File: config.mk
export PLATFORM = sky130hd
export DESIGN_NAME = simt_scheduler
export DESIGN_NICKNAME = d
export VERILOG_FILES = /design/src/rtl/simt_scheduler.sv
export SDC_FILE = /design/constraint.sdc
export NUM_CORES = 1
export LEC_CHECK = 0
export CAP_MARGIN = 10
export CELL_PAD_IN_SITES_DETAIL_PLACEMENT = 1
export CELL_PAD_IN_SITES_GLOBAL_PLACEMENT = 2
export CORE_ASPECT_RATIO = 1.4
export CORE_UTILIZATION = 16
export DETAILED_ROUTE_END_ITERATION = 8
export PLACE_DENSITY_LB_ADDON = 0.1
export SLEW_MARGIN = 25
export SYNTH_ARGS = -nofsm -noshare
export SYNTH_HDL_FRONTEND = slang
export SYNTH_SLANG_ARGS = --single-unit
File: constraint.sdc
create_clock -name clk -period 1.25 [get_ports clk]
set_input_delay 0.25 -clock clk [delete_from_list [all_inputs] [get_ports clk]]
set_output_delay 0.25 -clock clk [all_outputs]
set_load 0.005 [all_outputs]
File: src/rtl/simt_scheduler.sv
// Per-core SIMT control FSM: runs one thread block through FETCH..UPDATE per instruction.
// Define SIMT_SCHED_DIVERGENCE_EN for per-lane PCs with min-PC reconvergence.
module simt_scheduler #(
    parameter int THREADS_PER_BLOCK = 4,
    parameter int PC_BITS           = 8,
    parameter int TC_BITS           = $clog2(THREADS_PER_BLOCK) + 1
) (
    input  logic                                        clk,
    input  logic                                        reset,
    input  logic                                        start,
    input  logic [TC_BITS-1:0]                          thread_count,
    input  logic                                        decoded_mem_read_enable,
    input  logic                                        decoded_mem_write_enable,
    input  logic                                        decoded_ret,
    input  logic [2:0]                                  fetcher_state,
    input  logic [THREADS_PER_BLOCK-1:0][1:0]           lsu_state,
    input  logic [THREADS_PER_BLOCK-1:0][PC_BITS-1:0]   next_pc,
    output logic [PC_BITS-1:0]                          current_pc,
    output logic [THREADS_PER_BLOCK-1:0]                active_mask,
    output logic [2:0]                                  core_state,
    output logic                                        diverged,
    output logic                                        done
);
    localparam int T = THREADS_PER_BLOCK;

    typedef enum logic [2:0] {
        S_IDLE    = 3'b000,
        S_FETCH   = 3'b001,
        S_DECODE  = 3'b010,
        S_REQUEST = 3'b011,
        S_WAIT    = 3'b100,
        S_EXECUTE = 3'b101,
        S_UPDATE  = 3'b110,
        S_DONE    = 3'b111
    } state_t;

    state_t               state_q, state_d;
    logic [PC_BITS-1:0]   current_pc_q, current_pc_d;
    logic [T-1:0]         live_mask_q, live_mask_d;
    logic                 done_q, done_d;
    logic [T-1:0]         start_mask, lane_busy, exec_mask, live_after_ret, resume_mask;
    logic [PC_BITS-1:0]   resume_pc;
    logic                 unused_mem_flags;

    // Memory-op decode flags do not gate WAIT; LSU state alone does.
    assign unused_mem_flags = decoded_mem_read_enable ^ decoded_mem_write_enable;

    // Lanes below the requested count; counts above T saturate naturally.
    always_comb begin
        start_mask = '0;
        lane_busy  = '0;
        for (int i = 0; i < T; i++) begin
            start_mask[i] = (32'(thread_count) > i);
            lane_busy[i]  = (lsu_state[i] == 2'b01) || (lsu_state[i] == 2'b10);
        end
    end

`ifdef SIMT_SCHED_DIVERGENCE_EN
    logic [T-1:0]              active_mask_q, active_mask_d;
    logic                      diverged_q, diverged_d;
    logic [T-1:0][PC_BITS-1:0] thread_pc_q, thread_pc_d, new_pc;

    // Next group to run: the lowest PC among surviving lanes, ties run together.
    always_comb begin
        new_pc      = thread_pc_q;
        resume_pc   = '1;
        resume_mask = '0;
        for (int i = 0; i < T; i++)
            if (active_mask_q[i]) new_pc[i] = next_pc[i];
        for (int i = 0; i < T; i++)
            if (live_after_ret[i] && (new_pc[i] < resume_pc)) resume_pc = new_pc[i];
        for (int i = 0; i < T; i++)
            resume_mask[i] = live_after_ret[i] && (new_pc[i] == resume_pc);
    end

    assign exec_mask      = active_mask_q;
    assign live_after_ret = decoded_ret ? (live_mask_q & ~active_mask_q) : live_mask_q;
`else
    always_comb begin
        resume_pc = current_pc_q;
        for (int i = 0; i < T; i++)
            if (live_mask_q[i]) resume_pc = next_pc[i];
    end

    assign exec_mask      = live_mask_q;
    assign live_after_ret = decoded_ret ? '0 : live_mask_q;
    assign resume_mask    = live_after_ret;
`endif

    always_comb begin
        state_d      = state_q;
        current_pc_d = current_pc_q;
        live_mask_d  = live_mask_q;
        done_d       = done_q;
`ifdef SIMT_SCHED_DIVERGENCE_EN
        active_mask_d = active_mask_q;
        diverged_d    = diverged_q;
        thread_pc_d   = thread_pc_q;
`endif
        case (state_q)
            S_IDLE: begin
                if (start) begin
                    live_mask_d  = start_mask;
                    current_pc_d = '0;
`ifdef SIMT_SCHED_DIVERGENCE_EN
                    active_mask_d = start_mask;
                    diverged_d    = 1'b0;
                    thread_pc_d   = '0;
`endif
                    if (thread_count == '0) begin
                        state_d = S_DONE;
                        done_d  = 1'b1;
                    end else begin
                        state_d = S_FETCH;
                    end
                end
            end
            S_FETCH:   if (fetcher_state == 3'b010) state_d = S_DECODE;
            S_DECODE:  state_d = S_REQUEST;
            S_REQUEST: state_d = S_WAIT;
            S_WAIT:    if ((exec_mask & lane_busy) == '0) state_d = S_EXECUTE;
            S_EXECUTE: state_d = S_UPDATE;
            S_UPDATE: begin
                live_mask_d = live_after_ret;
`ifdef SIMT_SCHED_DIVERGENCE_EN
                thread_pc_d = new_pc;
`endif
                if (live_after_ret == '0) begin
                    done_d  = 1'b1;
                    state_d = S_DONE;
                end else begin
                    current_pc_d = resume_pc;
                    state_d      = S_FETCH;
`ifdef SIMT_SCHED_DIVERGENCE_EN
                    active_mask_d = resume_mask;
                    diverged_d    = (resume_mask != live_after_ret);
`endif
                end
            end
            default: ;
        endcase
    end

    always_ff @(posedge clk) begin
        if (reset) begin
            state_q      <= S_IDLE;
            current_pc_q <= '0;
            live_mask_q  <= '0;
            done_q       <= 1'b0;
`ifdef SIMT_SCHED_DIVERGENCE_EN
            active_mask_q <= '0;
            diverged_q    <= 1'b0;
            thread_pc_q   <= '0;
`endif
        end else begin
            state_q      <= state_d;
            current_pc_q <= current_pc_d;
            live_mask_q  <= live_mask_d;
            done_q       <= done_d;
`ifdef SIMT_SCHED_DIVERGENCE_EN
            active_mask_q <= active_mask_d;
            diverged_q    <= diverged_d;
            thread_pc_q   <= thread_pc_d;
`endif
        end
    end

    assign current_pc = current_pc_q;
    assign core_state = state_q;
    assign done       = done_q;
`ifdef SIMT_SCHED_DIVERGENCE_EN
    assign active_mask = active_mask_q;
    assign diverged    = diverged_q;
`else
    assign active_mask = live_mask_q;
    assign diverged    = 1'b0;
`endif
endmodule

# ---- Yosys cells after proc, flatten, opt, wreduce, memory -nomap -nowiden
# Cells that the tools add are included.
dict set report word_totals {
  mem_count 0
  reg_bits 16
  inputBits 52
  mem_bits_ro 0
  latchBits 0
  out_inout_bits 17
  ram_bits 0
}
dict set report op_classes {
  n_mux 20
  n_bitwise 1
  add_sub_neg 0
  shifts 0
  eq_ne 22
  multipliers 0
  reduce_logical 14
  n_lt_le_gt_ge 4
  div 0
}
# op count
set op_table {}
lappend op_table {{$mux 8} 6}
lappend op_table {{$pmux 3 s7} 1}
lappend op_table {{$pmux 8 s2} 1}
lappend op_table {{$mux 3} 5}
lappend op_table {{$ne 2x2->1 const B} 6}
lappend op_table {{$reduce_and 4->1} 3}
lappend op_table {{$eq 3x2->1 const B} 3}
lappend op_table {{$eq 3x3->1 const B} 3}
lappend op_table {{$eq 2x1->1 const B} 4}
lappend op_table {{$eq 2x2->1 const B} 4}
lappend op_table {{$logic_not 4->1} 2}
lappend op_table {{$mux 4} 2}
lappend op_table {{$pmux 4 s2} 1}
lappend op_table {{$reduce_bool 7->1} 1}
lappend op_table {{$gt 3x1->1 const B} 2}
lappend op_table {{$gt 3x2->1 const B} 2}
lappend op_table {{$logic_not 3->1} 2}
lappend op_table {{$ne 5x5->1 const B} 1}
lappend op_table {{$and 4x4->4} 1}
lappend op_table {{$logic_or 1x1->1} 4}
lappend op_table {{$eq 3x1->1 const B} 1}
lappend op_table {{$mux 1} 3}
lappend op_table {{$pmux 1 s2} 1}
lappend op_table {{$reduce_and 2->1} 1}
lappend op_table {{$reduce_bool 2->1} 1}

# ---- Longest topological paths before layout
# Gate-level depths: netlist of the first run.
dict set report logic_depth {
  ltp_word 6
  mapped_depth 6
  mapped_depth_nobuf 4
}

# ---- Worst setup path after synthesis of the first run
# OpenSTA, ideal clock, no wires.
dict set report synth_timing {
  kind {flip-flop to flip-flop}
  start {reg state_q[1], in the netlist core_state[1]}
  end {reg live_mask_q[2], in the netlist active_mask[2]}
  setup_time_ns 0.131
  path_stages_with_launch 6
  slack_ns -0.046
  required_time_ns 1.119
  t_arrival_ns 1.165
  cell_sequence {dfxtp_1 buf_2 nor3b_2 o21bai_1 a22oi_1 nor2_1}
}
dict set report synth_via {
  elab_chain_cells 3
  elab_cells_between_ends 6
  cone_classes {2 x eq/ne; 1 x mux; 3 x reduce/logical}
}
# item line_no
set synth_rtl {}
lappend synth_rtl {{start, declared} 37} ;# state_t state_q, state_d;
lappend synth_rtl {{start signal, assigned} 156} ;# state_q <= state_d;
lappend synth_rtl {{$eq 3x3->1 / $logic_not 3->1 (equally long branches)} 100} ;# case (state_q)
lappend synth_rtl {{$reduce_bool 2->1 (no source line) / $ne 2x2->1 (equally long branches)} n/a}
lappend synth_rtl {{$reduce_and 2->1 (no source line)} n/a}
lappend synth_rtl {{end signal, assigned} 158} ;# live_mask_q <= live_mask_d;
lappend synth_rtl {{end, declared} 39} ;# logic [T-1:0] live_mask_q, live_mask_d;
# Parallel ways exist; a longest one is shown, timed or not.
# A chain may end at the register's enable or synchronous reset.

# ---- Worst setup path after layout of the first run
dict set report layout_timing {
  start {reg live_mask_q[0], in the netlist active_mask[0]}
  end {reg current_pc_q[1], in the netlist current_pc[1]}
}
dict set report layout_via {
  elab_chain_cells 4
  elab_cells_between_ends 5
  cone_classes {2 x eq/ne; 1 x mux; 2 x reduce/logical}
}
# item line_no
set layout_rtl {}
lappend layout_rtl {{$mux 4} 86} ;# assign live_after_ret = decoded_ret ? '0 : live_mask_q;
lappend layout_rtl {{$logic_not 4->1} 128} ;# if (live_after_ret == '0) begin
lappend layout_rtl {{$ne 2x2->1 (no source line)} n/a}
lappend layout_rtl {{$reduce_and 4->1 (no source line) *} n/a}
lappend layout_rtl {{end signal, assigned} 157} ;# current_pc_q <= current_pc_d;
lappend layout_rtl {{end, declared} 38} ;# logic [PC_BITS-1:0] current_pc_q, current_pc_d;
# Mark *: on every way between the ends. The rest lies on a longest branch, timed or not.

==> Flow_metrics.wiki, run 1 <==
{| class="wikitable"
! Metric !! Value
|-
| Kind of capture point of the worst setup path || register
|-
| Synth Instances || 123
|-
| Clock Tree Buf Depth || 2
|-
| Setup slack after layout || -138.4 ps
|-
| Kind of critical path || reg2reg
|-
| Die Ht || 97.61 um
|-
| Fin util || 36.03%
|-
| Sequence of cells on the critical path || nor4_4 > nor3_2 > o31ai_4 > buf_6 > o2bb2ai_2
|-
| Final-report max-slew violation count || 0
|-
| Die outline width || 70.30 um
|-
| Number of synthesized register bits || 16
|-
| Status || finished with violations
|-
| Initial antenna violation count || 0
|-
| Synth Warn # || 0
|-
| Vias post-DR || 1323
|-
| Count of antenna-violating nets left after detailed routing || 0
|-
| First-pass DRT Iterations || 2
|-
| R2R Setup Slk || -140 ps
|-
| Post-layout power || 2.010 mW
|-
| Count of different cell masters after synthesis || 33
|-
| Class of the tightest hold or removal check || reg2reg
|-
| Synth area leaders || dfxtp_1 31%, mux2i_1 15%, o2bb2ai_1 6.7%
|-
| Placeable core region || 6254 um^2
|-
| Cell depth of the worst min-delay path || 1
|-
| Fin. Hold Viols || 0
|-
| Proportion of layout cells with a drive suffix above 1 || 37.33%
|-
| Netlist area before placement || 1045 um^2
|-
| PortBufs || 65
|-
| Tcrit/Tclk final || 111.1%
|-
| Number of filler cells placed in the layout || 731
|-
| Total Wirelength || 4466 um
|-
| Peak clock frequency supported by timing || 0.7202 GHz
|-
| Max Cap Viol || 0
|-
| Library cell contributing the largest single delay on the critical path || nor4_4
|-
| Clock tree from TritonCTS || done
|-
| Crit start category || register
|-
| Startpoint of the most critical hold path || current_pc[3]
|-
| Endpoint with the worst hold slack || current_pc[3]
|-
| Max H-tree Level || 1
|-
| Layout overhead on the synthesized area || 115.7%
|-
| TritonCTS Buffers || 3
|-
| Post-synth EDFFs || 0
|-
| DR WL/cell || 15.45 um
|-
| Drt via density || 4.578
|-
| Average cell area after synthesis || 8.494 um^2
|-
| Overflow after GRT || 0
|-
| CP Buf/Inv Count || 1
|-
| Setup repair after global routing missed its margin || yes
|-
| Cell leakage power || 0.8879 nW
|-
| Synthesized netlist net count || 175
|-
| Setup-failing EPs final || 13
|-
| RePlAce Congestion || 0.7482
|-
| Max FO, Critical Path || 7
|-
| Power density of the placed cells || 892.1 nW/um^2
|-
| Aggregate global-route resource usage || 13.07%
|-
| Site Rows || 34
|-
| Cell family with the largest share of critical-path delay || simple AND/OR/NAND/NOR gates
|-
| Detailed router's first-iteration violation count || 11
|-
| Number of I/O pins || 69
|-
| Clock latency reported for the late side of the worst-skew pair || 240 ps
|-
| Worst hold slack || 453.6 ps
|-
| Root buffer cell || clkbuf_8
|-
| Initial core utilization || 16.71%
|-
| Total non-filler cell area in the finished layout || 2253 um^2
|-
| Worst Clk Skew || 0.7225 ps
|-
| Register area share after synthesis || 30.66%
|-
| Worst voltage drop across the vdd grid || 0.3732 mV
|-
| Area leader, netlist || dfxtp_1
|-
| Endpoint required time on the critical path || 1430 ps
|-
| Max stage delay on crit path || 350 ps
|-
| Clk slew on worst S/H paths || 60 ps
|-
| Sink Count || 16
|-
| Wire length of the first global-routing pass || 7044 um
|-
| Reg-to-Reg Start || active_mask[0]
|-
| Multi-input combinational cell area || 815.8 um^2
|-
| Nets || 270
|-
| Register Area || 347.8 um^2
|-
| Violated checks || negative setup slack
|-
| Largest net degree at the start of global routing || 11
|-
| Residual DRC count || 0
|-
| Data arrival time of the critical path || 1570 ps
|-
| Area share of the leading cell type in the synthesized netlist || 30.66%
|-
| Most instantiated flip-flop cell in the synthesis netlist || dfxtp_1
|-
| Antenna Cells || 0
|-
| Fin crit period || 1388 ps
|-
| Die area || 6861 um^2
|-
| Worst reg-to-reg path cell count || 5
|-
| Via count of the first global-routing pass || 1455
|-
| FF-to-FF End || current_pc[1]
|-
| Ys async rst share || 0%
|-
| Hold buffers post-CTS || 0
|-
| Total half-perimeter wirelength after legalization and detailed placement || 3639 um
|-
| Cell Area, Placed || 1912 um^2
|}
-- worst max-delay path by stage --
| stage | slack [ps] | endpoint | depth (start not counted) | start |
|---|---|---|---|---|
| floorplan | 4 | active_mask[2] | 5 | core_state[1] |
| global placement | -350 | active_mask[2] | 5 | start |
| detailed placement | -420 | active_mask[2] | 5 | start |
| CTS | -160 | current_pc[5] | 5 | active_mask[0] |
| global route | -220 | current_pc[4] | 5 | active_mask[0] |
| finish | -140 | current_pc[1] | 5 | active_mask[0] |
-- cells in the mapped netlist, drive strengths merged, types with 3 or more instances --
cell type and instances:
xor2 4, clkbuf 3, mux2i 16, buf 6
a22oi 5, nand3 3, nor3 4, o21ai 9
o2bb2ai 8, dfxtp 16, nand2 14, a21oi 5
nor2 9
-- what timing repair did --
action,in CTS,in global routing
gates cloned,0,0
resized for setup,56,22
endpoints found under the setup margin,32,19
setup buffers,7,4
pin swaps,10,10
-- registers in the layout, summed over array words and instances (netlist names) --
| register | cells |
|---|---|
| core_state | 3 |
| current_pc | 8 |
| active_mask | 4 |
| done | 1 |
-- placed cells by master (no fill, tap or decap), types with 2 or more instances in the layout --
master	netlist	routed
inv_1	2	2
buf_4	2	24
dfxtp_4	0	6
mux2i_1	16	16
nor3_2	1	2
buf_6	1	10
dfxtp_1	16	6
dlygate4sd2_1	0	11
nor2_1	9	8
clkdlybuf4s50_1	0	48
a22oi_1	5	3
a21oi_2	0	2
dfxtp_2	0	4
o2bb2ai_2	0	8
clkbuf_8	0	4
nand3_2	0	2
xor2_1	4	4
nand2_2	0	3
nand2_1	14	11
a21oi_1	5	3
a22oi_2	0	2
nand2b_1	2	2
clkdlybuf4s15_1	0	3
o21ai_0	9	8
-- worst register-to-register path: cells and delay by family, from the launching register on --
kind                   cells  cell delay [ps]
AOI/OAI and AO/OA          2              350
buffers and inverters      1              180
DFF                        1              330
and+or+nand+nor            2              460
-- report_power, final --
group          switching [mW]  internal (mW)
Combinational           0.411          0.564
Sequential             0.0377          0.550
Clock                   0.168          0.279
-- cell type report --
class / count / area share, %
Clock buffer: 4 / 2.443
Inverter: 2 / 0.3331
Multi-Input combinational cell: 96 / 36.20
Sequential cell: 16 / 15.44
Tap cell: 72 / 3.998
Timing Repair Buffer: 99 / 41.59
-- logic make-up after synthesis --
kind of cell	share of synthesized area (%)
other	0.3589
multiplexers	15.33
AND/OR/NAND/NOR	20.24
XOR/XNOR	3.353
flip-flops	30.66
AO/OA/AOI/OAI	24.31
buffers and inverters	5.748
-- through the flow --
| step | TNS (ps) | setup slack (ps) | instances |
|---|---|---|---|
| floorplan | 0 | 4.456 | 123 |
| global placement | -4667 | -352.3 | 274 |
| detailed placement | -5383 | -415.4 | 274 |
| CTS | -1592 | -160.4 | 285 |
| global route | -2493 | -218.2 | 289 |
| finish | -1475 | -138.4 | 289 |
-- routing by layer --
metal / wire [um] / track usage [%] / up-vias
li1: - / - / 636
met1: 1625 / 12.80 / 636
met2: 2561 / 26.52 / 47
met3: 227 / 2.490 / 4
met4: 52 / 3.692 / 0
met5: 0 / 0 / -
Power figures use the tool's default switching activity.
==> inputs of run 2 (changes only) <==
- CTS_CLUSTER_DIAMETER: not set -> 120
==> results of run 2 <==
The final DEF is identical to that of run 1; final timing and power are the same.
